$ cat config.mk
export PLATFORM = sky130hd
export DESIGN_NAME = sw_debounce_flat
export DESIGN_NICKNAME = d
export VERILOG_FILES = /design/src/rtl/sw_debounce_if.sv /design/src/rtl/sw_debounce.sv /design/src/flat_wrapper.sv
export SDC_FILE = /design/constraint.sdc
export NUM_CORES = 1
export LEC_CHECK = 0
export CELL_PAD_IN_SITES_DETAIL_PLACEMENT = 1
export CELL_PAD_IN_SITES_GLOBAL_PLACEMENT = 1
export CORE_UTILIZATION = 35
export DETAILED_ROUTE_END_ITERATION = 7
export PLACE_DENSITY_LB_ADDON = 0.1
export SLEW_MARGIN = 20
export SYNTH_ARGS = -nofsm -noshare
export SYNTH_HDL_FRONTEND = slang
export SYNTH_SLANG_ARGS = --single-unit
export TNS_END_PERCENT = 20
$ cat constraint.sdc
create_clock -name clk -period 1.8 [get_ports clk]
set_input_delay 0.36 -clock clk [delete_from_list [all_inputs] [get_ports clk]]
set_output_delay 0.36 -clock clk [all_outputs]
set_load 0.01 [all_outputs]
$ cat src/rtl/sw_debounce_if.sv
// Switch front-end bundle: raw pins in, debounced level and change pulses out.
// The debouncer uses the slave modport; whatever drives the pins and reads the results uses master.
interface sw_debounce_if #(
  parameter int unsigned N = 10
);
  logic [N-1:0] sw_raw;
  logic [N-1:0] sw_stable;
  logic [N-1:0] sw_changed;
  logic         any_change;

  modport master (
    output sw_raw,
    input  sw_stable,
    input  sw_changed,
    input  any_change
  );

  modport slave (
    input  sw_raw,
    output sw_stable,
    output sw_changed,
    output any_change
  );
endinterface

$ cat src/rtl/sw_debounce.sv
// Two-flop synchroniser plus per-switch saturating debounce counter for the board slide switches.
// SW_DEBOUNCE_PULSE_EN builds the sw_changed/any_change pulse registers; otherwise those outputs are tied to 0.
module sw_debounce #(
  parameter int unsigned N             = 10,
  parameter int unsigned STABLE_CYCLES = 50000,
  parameter int unsigned CNT_W         = 16
) (
  input logic           clk,
  input logic           reset,
  sw_debounce_if.slave  bus
);

  if (STABLE_CYCLES < 1 || (64'd1 << CNT_W) < 64'(STABLE_CYCLES)) begin : g_bad_param
    $error("sw_debounce: STABLE_CYCLES must be >= 1 and fit in CNT_W bits");
  end

  localparam logic [CNT_W-1:0] CNT_MAX = CNT_W'(STABLE_CYCLES - 1);

  logic [N-1:0]     s1_q, s2_q;
  logic [N-1:0]     stable_q, stable_d;
  logic [CNT_W-1:0] cnt_q [N];
  logic [CNT_W-1:0] cnt_d [N];

  // Any cycle of agreement clears the counter, so short glitches never accumulate.
  always_comb begin
    stable_d = stable_q;
    for (int unsigned i = 0; i < N; i++) begin
      cnt_d[i] = '0;
      if (s2_q[i] != stable_q[i]) begin
        if (cnt_q[i] == CNT_MAX) begin
          stable_d[i] = s2_q[i];
        end else begin
          cnt_d[i] = cnt_q[i] + CNT_W'(1);
        end
      end
    end
  end

  always_ff @(posedge clk) begin
    if (reset) begin
      s1_q     <= '0;
      s2_q     <= '0;
      stable_q <= '0;
      for (int unsigned i = 0; i < N; i++) begin
        cnt_q[i] <= '0;
      end
    end else begin
      s1_q     <= bus.sw_raw;
      s2_q     <= s1_q;
      stable_q <= stable_d;
      for (int unsigned i = 0; i < N; i++) begin
        cnt_q[i] <= cnt_d[i];
      end
    end
  end

  assign bus.sw_stable = stable_q;

`ifdef SW_DEBOUNCE_PULSE_EN
  logic [N-1:0] changed_q, changed_d;
  logic         any_q;

  // A bit pulses exactly when its published value is about to flip.
  always_comb begin
    changed_d = stable_d ^ stable_q;
  end

  always_ff @(posedge clk) begin
    if (reset) begin
      changed_q <= '0;
      any_q     <= 1'b0;
    end else begin
      changed_q <= changed_d;
      any_q     <= |changed_d;
    end
  end

  assign bus.sw_changed = changed_q;
  assign bus.any_change = any_q;
`else
  assign bus.sw_changed = '0;
  assign bus.any_change = 1'b0;
`endif

endmodule

$ cat src/flat_wrapper.sv
// flat-port wrapper written by rule: the top's interface ports become plain ports
module sw_debounce_flat 
#(
  parameter int unsigned N             = 10,
  parameter int unsigned STABLE_CYCLES = 50000,
  parameter int unsigned CNT_W         = 16
)
  (clk, reset, bus_sw_raw, bus_sw_stable, bus_sw_changed, bus_any_change);
  sw_debounce_if #(.N(N)) bus_i ();
  input logic clk;
  input logic reset;
  input wire logic [$bits(bus_i.sw_raw)-1:0] bus_sw_raw;
  output wire logic [$bits(bus_i.sw_stable)-1:0] bus_sw_stable;
  output wire logic [$bits(bus_i.sw_changed)-1:0] bus_sw_changed;
  output wire logic [$bits(bus_i.any_change)-1:0] bus_any_change;
  assign bus_i.sw_raw = bus_sw_raw;
  assign bus_sw_stable = bus_i.sw_stable;
  assign bus_sw_changed = bus_i.sw_changed;
  assign bus_any_change = bus_i.any_change;
  sw_debounce #(.N(N), .STABLE_CYCLES(STABLE_CYCLES), .CNT_W(CNT_W)) u_core (.clk(clk), .reset(reset), .bus(bus_i));
endmodule
Word level (Yosys, flattened, before mapping)
Memories as Yosys holds them, arrays and structs flattened.
Cells that the tools add are included.
W data, S select, Z words.

storage, ports and cells
  register bits after elaboration = 30
  bits in writable memories = 160
  bits of input ports = 12
  output and inout port bits = 21
  logic and storage cells = 96
  memories = 1

cells by class
  add/subtract/negate cells = 10
  eq/ne operators = 20
  mux-type cells = 33
  bitwise operators = 10
  reductions and logical operators = 10

memory list
  name          words  bits a word  read ports  clocked after Yosys merged registers in  write ports  RTL line           text
  u_core.cnt_q  10     16           10          0                                        10           sw_debounce.sv:21  logic [CNT_W-1:0] cnt_q [N];

operator list
  cell                     count
  $mux W16                 30
  $add A16 B1 Y16 const B  10
  $eq A16 B16 Y1 const B   10
  $reduce_and A2 Y1        10
  $ne A1 B1 Y1             10
  $or A1 B1 Y1             10
  $mux W1                  3

Depth between registers and ports, before layout
Gate-level depths: netlist (run 1).
An unclocked memory read counts as a cell.

  depth after elaboration = 5
  mapped depth = 7
  gate-level depth less buffers = 5

Worst setup path after synthesis (run 1)
OpenSTA, ideal clock, no wires.

  path type = reg2reg
  start point = mem u_core.cnt_q[3][10]
  end point = mem u_core.cnt_q[3][4]
  library setup time = 0.115 ns
  data arrival time = 1.783 ns
  data required time = 1.685 ns
  slack = -0.098 ns
  cell stages (with the launch flop) = 6
  buffers on the path = 1
  clock period less this slack = 1.898 ns
  path through = dfxtp_1 -> or4_4 -> or4_4 -> o21ai_4 -> buf_6 -> nor2_1

RTL lines
  item         RTL line
  from (decl)  sw_debounce.sv:21

==> results of run 1 <==
## repair_timing
item                                    CTS  global route
setup buffers                             0             0
resized for setup                         5            13
pin swaps                                 2             1
gates cloned                              0             0
endpoints found under the setup margin   83            64
## cell families after synthesis
group,synth area share [%]
adders and majority gates,1.56
other,0.0468
buffers and inverters,3.84
xor gates and xnor gates,16.4
muxes,1.00
AOI/OAI and AO/OA,0.515
DFF,47.5
and+or+nand+nor,29.1
## per-stage QoR
step                      std cells  power (mW)  area, sq um  setup WS (ns)
after floorplan                 907        4.43         8050        -0.0885
after global placement         1234        4.48         8920        -0.0406
after detailed placement       1234        4.49         8920         -0.100
after CTS                      1266        8.48         9560        -0.0857
after global routing           1266        8.67         9620         -0.114
final                          1266        8.34         9620        -0.0747
## worst max-delay path by stage
stage | slack [ns] | end | depth (start not counted) | startpoint
after CTS | -0.09 | u_core.cnt_q[3][0]$_SDFF_PP0_ | 5 | u_core.cnt_q[3][10]$_SDFF_PP0_
final | -0.07 | u_core.cnt_q[3][0]$_SDFF_PP0_ | 5 | u_core.cnt_q[3][10]$_SDFF_PP0_
after detailed placement | -0.1 | u_core.cnt_q[1][14]$_SDFF_PP0_ | 5 | u_core.cnt_q[1][11]$_SDFF_PP0_
after floorplan | -0.09 | u_core.cnt_q[3][10]$_SDFF_PP0_ | 5 | u_core.cnt_q[3][10]$_SDFF_PP0_
after global placement | -0.04 | u_core.cnt_q[3][10]$_SDFF_PP0_ | 5 | u_core.cnt_q[3][10]$_SDFF_PP0_
after global routing | -0.11 | u_core.cnt_q[3][0]$_SDFF_PP0_ | 5 | u_core.cnt_q[3][10]$_SDFF_PP0_
## report_power, final
part	switching, mW	internal [mW]
clock network	1.67	2.28
registers	0.0164	4.23
logic	0.0753	0.0672
total	1.76	6.58
## layer usage
layer / global-route usage, % / vias to the layer above / share of wire [%]
met1: 18.3 / 3059 / 46
met3: 3.23 / 16 / 1.8
met2: 28.2 / 40 / 52
met4: 5.24 / 0 / 1.1
li1: - / 3163 / -
met5: 0 / - / 0
## worst reg2reg max path: stages, from the launching register on
cell and delay (ns):
sky130_fd_sc_hd__dfxtp_2 0.32, sky130_fd_sc_hd__or4_4 0.53, sky130_fd_sc_hd__or4_4 0.54, sky130_fd_sc_hd__o21ai_4 0.17, sky130_fd_sc_hd__buf_4 0.15, sky130_fd_sc_hd__nor2_1 0.05
## flip-flops by register name (all words and copies together), names as in the netlist
register,cells
u_core.bus.sw_stable,10
u_core.cnt_q,160
u_core.s1_q,10
u_core.s2_q,10
## cells in the final DEF (no fill, tap or decap), types with 33 or more instances in the layout
cell	Yosys	routed
sky130_fd_sc_hd__nand2_1	34	34
sky130_fd_sc_hd__inv_1	33	33
sky130_fd_sc_hd__nor4_1	48	43
sky130_fd_sc_hd__nand3_1	50	50
sky130_fd_sc_hd__buf_4	15	50
sky130_fd_sc_hd__nor2_1	199	199
sky130_fd_sc_hd__xnor2_1	138	138
sky130_fd_sc_hd__nand4_1	35	35
sky130_fd_sc_hd__nor3_1	39	39
sky130_fd_sc_hd__dfxtp_1	190	186
## layout make-up
type / instances / area share, %
tap: 280 / 3.64
multi-input combinational: 654 / 41.8
timing repair buffer: 77 / 7.33
clock buffer: 21 / 4.79
inverter: 33 / 1.29
clock inverter: 11 / 1.60
sequential: 190 / 39.6
==> impl_metrics.prom, run 1 <==
# TYPE chip_impl_metric gauge
chip_impl_metric{name="clk_pin_slew_worst_setup_hold_paths",unit="ns"} 0.07
chip_impl_metric{name="skew",unit="ns"} 0.00910
chip_impl_metric{name="synth_area",unit="sq um"} 8010
chip_impl_metric{name="layout_worst_path_cycle_share",unit="%"} 104
chip_impl_metric{name="worst_hold_slack",unit="ns"} 0.319
chip_impl_metric{name="critical_path_arrival",unit="ns"} 2.19
chip_impl_metric{name="globalRouteTotalUtil",unit="%"} 15.6
chip_impl_metric{name="setup-violations-final",unit=""} 16
chip_impl_metric{name="synth_warnings",unit=""} 0
chip_impl_metric{name="critical_path_peak_fanout",unit=""} 4
chip_impl_metric{name="worst_slack",unit="ns"} -0.0747
chip_impl_info{name="synth_area_leader_cell",value="sky130_fd_sc_hd__dfxtp_1"} 1
chip_impl_metric{name="antenna_violations_before_repair",unit=""} 0
chip_impl_metric{name="vias_per_cell",unit=""} 4.96
chip_impl_metric{name="crit_buf_inv",unit=""} 1
chip_impl_metric{name="rows",unit=""} 54
chip_impl_metric{name="final.min_clock_period",unit="ns"} 1.87
chip_impl_info{name="crit-reg2reg-capture",value="u_core.cnt_q[3][0]$_SDFF_PP0_"} 1
chip_impl_metric{name="route.antenna.remaining_nets",unit=""} 0
chip_impl_metric{name="vdd_drop_max",unit="V"} 0.000368
chip_impl_info{name="cell_with_the_most_instances_after_synthesis",value="sky130_fd_sc_hd__nor2_1"} 1
chip_impl_metric{name="final-seq-area",unit="sq um"} 3810
chip_impl_info{name="yosys-top-cells-count",value="sky130_fd_sc_hd__nor2_1, sky130_fd_sc_hd__dfxtp_1, sky130_fd_sc_hd__xnor2_1"} 1
chip_impl_metric{name="count_of_flip_flops_with_a_built_in_enable_after_synthesis",unit=""} 0
chip_impl_metric{name="holdPathStages",unit=""} 2
chip_impl_info{name="outcome",value="finished, violations left"} 1
chip_impl_info{name="min-delay-path-class",value="input pin to register"} 1
chip_impl_metric{name="timing_hold_violations_final",unit=""} 0
chip_impl_metric{name="grt_pass1_wl",unit="mm"} 30.1
chip_impl_metric{name="ys_ff_latch",unit=""} 190
chip_impl_metric{name="die_width",unit="microns"} 153
chip_impl_metric{name="num_io_pins",unit=""} 33
chip_impl_metric{name="holdBufCountCts",unit=""} 0
chip_impl_metric{name="tns",unit="ns"} -1.05
chip_impl_metric{name="area_of_the_multi_input_gates",unit="sq um"} 4020
chip_impl_metric{name="post_synth.cell_area_avg",unit="sq um"} 8.93
chip_impl_metric{name="totalWireLength",unit="mm"} 17.7
chip_impl_info{name="unrepaired_setup_endpoints_after_global_routing",value="yes"} 1
chip_impl_metric{name="post_synth_inst_count",unit=""} 897
chip_impl_metric{name="worst_skew_pair.late_latency",unit="ns"} 0.43
chip_impl_info{name="crit_family",value="simple AND/OR/NAND/NOR gates"} 1
chip_impl_info{name="cp-end-kind",value="register"} 1
chip_impl_info{name="critPathMostFrequentCell",value="sky130_fd_sc_hd__or4_4"} 1
chip_impl_metric{name="grt_start_max_net_pins",unit=""} 18
chip_impl_metric{name="report.final.slew_viol_count",unit=""} 0
chip_impl_info{name="failed_checks",value="negative setup slack"} 1
chip_impl_metric{name="number_of_buffers_inserted_during_clock_tree_synthesis",unit=""} 17
chip_impl_info{name="timing.hold.worst_endpoint",value="u_core.s2_q[7]$_SDFF_PP0_"} 1
chip_impl_metric{name="effective_utilization_at_floorplan",unit="%"} 36.1
chip_impl_metric{name="crit_required",unit="ns"} 2.12
chip_impl_info{name="cts_tree",value="built"} 1
chip_impl_info{name="regToRegStartpoint",value="u_core.cnt_q[3][10]$_SDFF_PP0_"} 1
chip_impl_metric{name="max_cap_viol_count",unit=""} 0
chip_impl_metric{name="placeableCoreArea",unit="sq um"} 22200
chip_impl_metric{name="synth_sequential_area_ratio",unit="%"} 47.5
chip_impl_metric{name="vias",unit=""} 6278
chip_impl_info{name="worst_hold_startpoint",value="reset"} 1
chip_impl_metric{name="detail_route.iter0.violations",unit=""} 260
chip_impl_metric{name="cts.sinks",unit=""} 190
chip_impl_metric{name="die_h",unit="microns"} 153
chip_impl_metric{name="wire_per_inst",unit="microns"} 14.0
chip_impl_metric{name="filler_cell_count",unit=""} 2558
chip_impl_metric{name="reg2reg_slack",unit="ns"} -0.07
chip_impl_metric{name="drt_first_pass_iters",unit=""} 4
chip_impl_metric{name="num_antenna_cells",unit=""} 0
chip_impl_metric{name="depth_of_the_worst_register_to_register_path",unit=""} 5
chip_impl_metric{name="cts-htree-levels",unit=""} 4
chip_impl_metric{name="routabilityCongestion",unit=""} 0.800
chip_impl_metric{name="dp_hpwl",unit="mm"} 12.8
chip_impl_info{name="worst-setup-path-type",value="register to register"} 1
chip_impl_info{name="slowest_stage",value="sky130_fd_sc_hd__or4_4"} 1
chip_impl_metric{name="async_flop_share",unit="%"} 0
chip_impl_info{name="cp_cell_sequence",value="or4_4 -> or4_4 -> o21ai_4 -> buf_4 -> nor2_1"} 1
chip_impl_info{name="start_kind",value="register"} 1
chip_impl_metric{name="proportion_of_layout_cells_with_a_drive_suffix_above_1",unit="%"} 10.8
chip_impl_metric{name="drt_drc_violations_left",unit=""} 0
chip_impl_metric{name="power_leakage",unit="nW"} 2.91
chip_impl_metric{name="floorplan.die_area",unit="sq um"} 23500
chip_impl_metric{name="power.density",unit="nW/um^2"} 866
chip_impl_metric{name="gr-total-overflow",unit=""} 0
chip_impl_metric{name="fin_nets",unit=""} 995
chip_impl_metric{name="post-synth-top-area-fraction",unit="%"} 47.5
chip_impl_info{name="clock_tree.root_cell",value="sky130_fd_sc_hd__clkbuf_16"} 1
chip_impl_metric{name="portBuffers",unit=""} 21
chip_impl_info{name="synth_ff_type",value="sky130_fd_sc_hd__dfxtp_1"} 1
chip_impl_metric{name="maxClockFrequency",unit="GHz"} 0.533
chip_impl_metric{name="worst_path_largest_cell_delay",unit="ns"} 0.54
chip_impl_metric{name="finalCoreUtilization",unit="%"} 43.4
chip_impl_metric{name="areaGrowthSynthToFinish",unit="%"} 20.1
chip_impl_metric{name="cts.path.max_buffers",unit=""} 2
chip_impl_metric{name="synth_cell_type_count",unit=""} 35
chip_impl_info{name="yosys-top-cells-area",value="sky130_fd_sc_hd__dfxtp_1, sky130_fd_sc_hd__xnor2_1, sky130_fd_sc_hd__nor2_1"} 1
chip_impl_metric{name="grt_pass1_vias",unit=""} 6481
Power figures use the tool's default switching activity.
==> run 2: changes to the inputs <==
--- a/config.mk
+++ b/config.mk
@@ -10,7 +10,7 @@
 export CORE_UTILIZATION = 35
 export DETAILED_ROUTE_END_ITERATION = 7
 export PLACE_DENSITY_LB_ADDON = 0.1
-export SLEW_MARGIN = 20
+export SLEW_MARGIN = 5
 export SYNTH_ARGS = -nofsm -noshare
 export SYNTH_HDL_FRONTEND = slang
 export SYNTH_SLANG_ARGS = --single-unit
==> results of run 2 <==
No change in the layout: final DEF, timing and power equal those of run 1.
==> run 3: changes to the inputs <==
--- a/config.mk
+++ b/config.mk
@@ -9,6 +9,7 @@
 export CELL_PAD_IN_SITES_GLOBAL_PLACEMENT = 1
 export CORE_UTILIZATION = 35
 export DETAILED_ROUTE_END_ITERATION = 7
+export GPL_ROUTABILITY_DRIVEN = 0
 export PLACE_DENSITY_LB_ADDON = 0.1
 export SLEW_MARGIN = 5
 export SYNTH_ARGS = -nofsm -noshare
==> constraint.sdc (replaced) <==
create_clock -name clk -period 1.81 [get_ports clk]
set_input_delay 0.362 -clock clk [delete_from_list [all_inputs] [get_ports clk]]
set_output_delay 0.362 -clock clk [all_outputs]
set_load 0.01 [all_outputs]
==> run 3 against run 2 <==
  * Sequential share of layout area is 0.21 points higher
  * Largest power group unchanged
  * The run still ends with negative setup slack left
  * Non-clock buffer count is 2 higher
  * Combinational power is 3% lower
  * Count of clock-buffer cells in the layout is 3 lower
  * Largest cell class unchanged
==> impl_metrics.prom, run 3 (synthesis results as in run 1) <==
# TYPE chip_impl_metric gauge
chip_impl_metric{name="final.min_clock_period",unit="ns"} 1.87
chip_impl_metric{name="wire_per_inst",unit="microns"} 13.7
chip_impl_info{name="failed_checks",value="negative setup slack"} 1
chip_impl_info{name="most_common_cell_after_layout_fill_and_taps_aside",value="sky130_fd_sc_hd__nor2_1"} 1
chip_impl_metric{name="layout_worst_path_cycle_share",unit="%"} 103
chip_impl_metric{name="power.density",unit="nW/um^2"} 852
chip_impl_info{name="slowest_stage",value="sky130_fd_sc_hd__or4_4"} 1
chip_impl_metric{name="vias_per_cell",unit=""} 4.94
chip_impl_metric{name="share_clk_of_total_power",unit="%"} 46.5
chip_impl_info{name="cp_cell_sequence",value="or4_4 -> or4_4 -> o21ai_4 -> buf_12 -> nor2_1"} 1
chip_impl_info{name="critPathMostFrequentCell",value="sky130_fd_sc_hd__or4_4"} 1
chip_impl_metric{name="rows",unit=""} 54
chip_impl_metric{name="cts-htree-levels",unit=""} 4
chip_impl_info{name="worst-setup-path-type",value="register to register"} 1
chip_impl_metric{name="die_width",unit="microns"} 153
chip_impl_metric{name="num_io_pins",unit=""} 33
chip_impl_metric{name="proportion_of_layout_cells_with_a_drive_suffix_above_1",unit="%"} 11.0
chip_impl_metric{name="portBuffers",unit=""} 21
chip_impl_metric{name="power.switching_fraction",unit="%"} 21.8
chip_impl_metric{name="grt_pass1_wl",unit="mm"} 30.9
chip_impl_info{name="max_flop_register",value="u_core.cnt_q"} 1
chip_impl_metric{name="placeableCoreArea",unit="sq um"} 22200
chip_impl_metric{name="die_h",unit="microns"} 153
chip_impl_info{name="clock_tree.root_cell",value="sky130_fd_sc_hd__clkbuf_16"} 1
chip_impl_metric{name="switchingPower",unit="mW"} 1.78
chip_impl_metric{name="gr-total-overflow",unit=""} 0
chip_impl_metric{name="worst_slack",unit="ns"} -0.0596
chip_impl_metric{name="detail_route.iter0.violations",unit=""} 194
chip_impl_info{name="cts_tree",value="built"} 1
chip_impl_metric{name="route.antenna.remaining_nets",unit=""} 0
chip_impl_metric{name="maxClockFrequency",unit="GHz"} 0.535
chip_impl_metric{name="skew",unit="ns"} 0.00816
chip_impl_metric{name="power_frac_seq",unit="%"} 51.8
chip_impl_metric{name="power_leakage",unit="nW"} 2.87
chip_impl_metric{name="num_antenna_cells",unit=""} 0
chip_impl_info{name="unrepaired_setup_endpoints_after_global_routing",value="yes"} 1
chip_impl_metric{name="cts.sinks",unit=""} 190
chip_impl_metric{name="vias",unit=""} 6258
chip_impl_metric{name="finalCoreUtilization",unit="%"} 43.2
chip_impl_metric{name="power.internal",unit="mW"} 6.37
chip_impl_metric{name="number_of_buffers_inserted_during_clock_tree_synthesis",unit=""} 17
chip_impl_metric{name="clk_pin_slew_worst_setup_hold_paths",unit="ns"} 0.07
chip_impl_metric{name="fin_nets",unit=""} 997
chip_impl_metric{name="cts.path.max_buffers",unit=""} 2
chip_impl_metric{name="vdd_drop_max",unit="V"} 0.000426
chip_impl_metric{name="areaGrowthSynthToFinish",unit="%"} 19.4
chip_impl_metric{name="crit_required",unit="ns"} 2.13
chip_impl_metric{name="comb_power_share",unit="%"} 1.7
chip_impl_info{name="final_cell_mix",value="sky130_fd_sc_hd__nor2_1, sky130_fd_sc_hd__dfxtp_1, sky130_fd_sc_hd__xnor2_1"} 1
chip_impl_metric{name="drt_first_pass_iters",unit=""} 4
chip_impl_metric{name="globalRouteTotalUtil",unit="%"} 15.9
chip_impl_info{name="cp-end-kind",value="register"} 1
chip_impl_metric{name="cts_setup_buffers",unit=""} 0
chip_impl_metric{name="holdBufCountCts",unit=""} 0
chip_impl_metric{name="drt_drc_violations_left",unit=""} 0
chip_impl_metric{name="setup-violations-final",unit=""} 17
chip_impl_metric{name="critical_path_peak_fanout",unit=""} 16
chip_impl_metric{name="largest_register_ff_count",unit=""} 160
chip_impl_metric{name="antenna_violations_before_repair",unit=""} 0
chip_impl_info{name="min-delay-path-class",value="input pin to register"} 1
chip_impl_metric{name="effective_utilization_at_floorplan",unit="%"} 36.1
chip_impl_metric{name="dpl.cell_count",unit=""} 1236
chip_impl_metric{name="stdcell_count",unit=""} 1268
chip_impl_metric{name="post_cts_resized",unit=""} 1
chip_impl_info{name="outcome",value="finished, violations left"} 1
chip_impl_metric{name="floorplan.die_area",unit="sq um"} 23500
chip_impl_metric{name="grt_start_max_net_pins",unit=""} 18
chip_impl_metric{name="worst_path_largest_cell_delay",unit="ns"} 0.55
chip_impl_metric{name="report.final.slew_viol_count",unit=""} 0
chip_impl_metric{name="timing_hold_violations_final",unit=""} 0
chip_impl_info{name="start_kind",value="register"} 1
chip_impl_metric{name="totalWireLength",unit="mm"} 17.4
chip_impl_metric{name="dp_hpwl",unit="mm"} 12.6
chip_impl_metric{name="max_cap_viol_count",unit=""} 0
chip_impl_metric{name="worst_skew_pair.late_latency",unit="ns"} 0.43
chip_impl_metric{name="grt_pass1_vias",unit=""} 6672
chip_impl_metric{name="critical_path_arrival",unit="ns"} 2.19
==> run 3: layer usage <==
layer	up-vias	GRT usage [%]	share of wire, %
li1	3170	-	-
met5	-	0	0
met3	17	2.92	1.9
met2	47	28.7	51
met4	0	4.91	1.2
met1	3024	18.9	46
==> run 3: path summary, 6_finish.rpt <==
kind	start	end	slack, ns	cells after the start
worst max-delay path	u_core.cnt_q[3][10]$_SDFF_PP0_	u_core.cnt_q[3][6]$_SDFF_PP0_	-0.06	5
worst min-delay path	reset	u_core.bus.sw_stable[7]$_SDFFE_PP0P_	0.30	2
worst max register to register	u_core.cnt_q[3][10]$_SDFF_PP0_	u_core.cnt_q[3][6]$_SDFF_PP0_	-0.06	5
worst min register to register	u_core.s1_q[4]$_SDFF_PP0_	u_core.s2_q[4]$_SDFF_PP0_	0.45	1
==> run 3: area by class of cell <==
| class | count | area (sq um) |
|---|---|---|
| inverters | 33 | 124 |
| well taps | 280 | 350 |
| repair buffers | 79 | 694 |
| flip-flops and latches | 190 | 3810 |
| fillers | 2581 | 12600 |
| multi-input cells | 654 | 4000 |
| clock inverters | 14 | 156 |
| clock buffers | 18 | 439 |
==> run 3: stage by stage <==
stage / hold WS [ns] / TNS, ns / setup slack [ns] / cell area, sq um / power (mW)
after floorplan: 0.414 / -1.33 / -0.0787 / 8050 / 4.41
after global placement: 0.419 / -0.277 / -0.0236 / 8910 / 4.45
after detailed placement: 0.433 / -0.760 / -0.0580 / 8910 / 4.46
after CTS: 0.296 / -0.922 / -0.0674 / 9510 / 8.29
after global routing: 0.321 / -3.13 / -0.131 / 9570 / 8.47
final: 0.305 / -0.797 / -0.0596 / 9570 / 8.15
==> run 3: power groups by stage <==
| stage | Clock, mW | Combinational, mW | Sequential [mW] |
|---|---|---|---|
| detailed placement | 0 | 0.140 | 4.32 |
| finish | 3.79 | 0.138 | 4.22 |
| global placement | 0 | 0.134 | 4.32 |
| CTS | 3.92 | 0.141 | 4.22 |
| floorplan | 0 | 0.0956 | 4.31 |
| global route | 4.10 | 0.155 | 4.22 |
==> run 3: critical path: cells and delay by family (launching register included) <==
kind                   cells  cell delay [ns]
AND/OR/NAND/NOR            3             1.14
AO/OA/AOI/OAI              1             0.16
buffers and inverters      1             0.15
flip-flops                 1             0.32
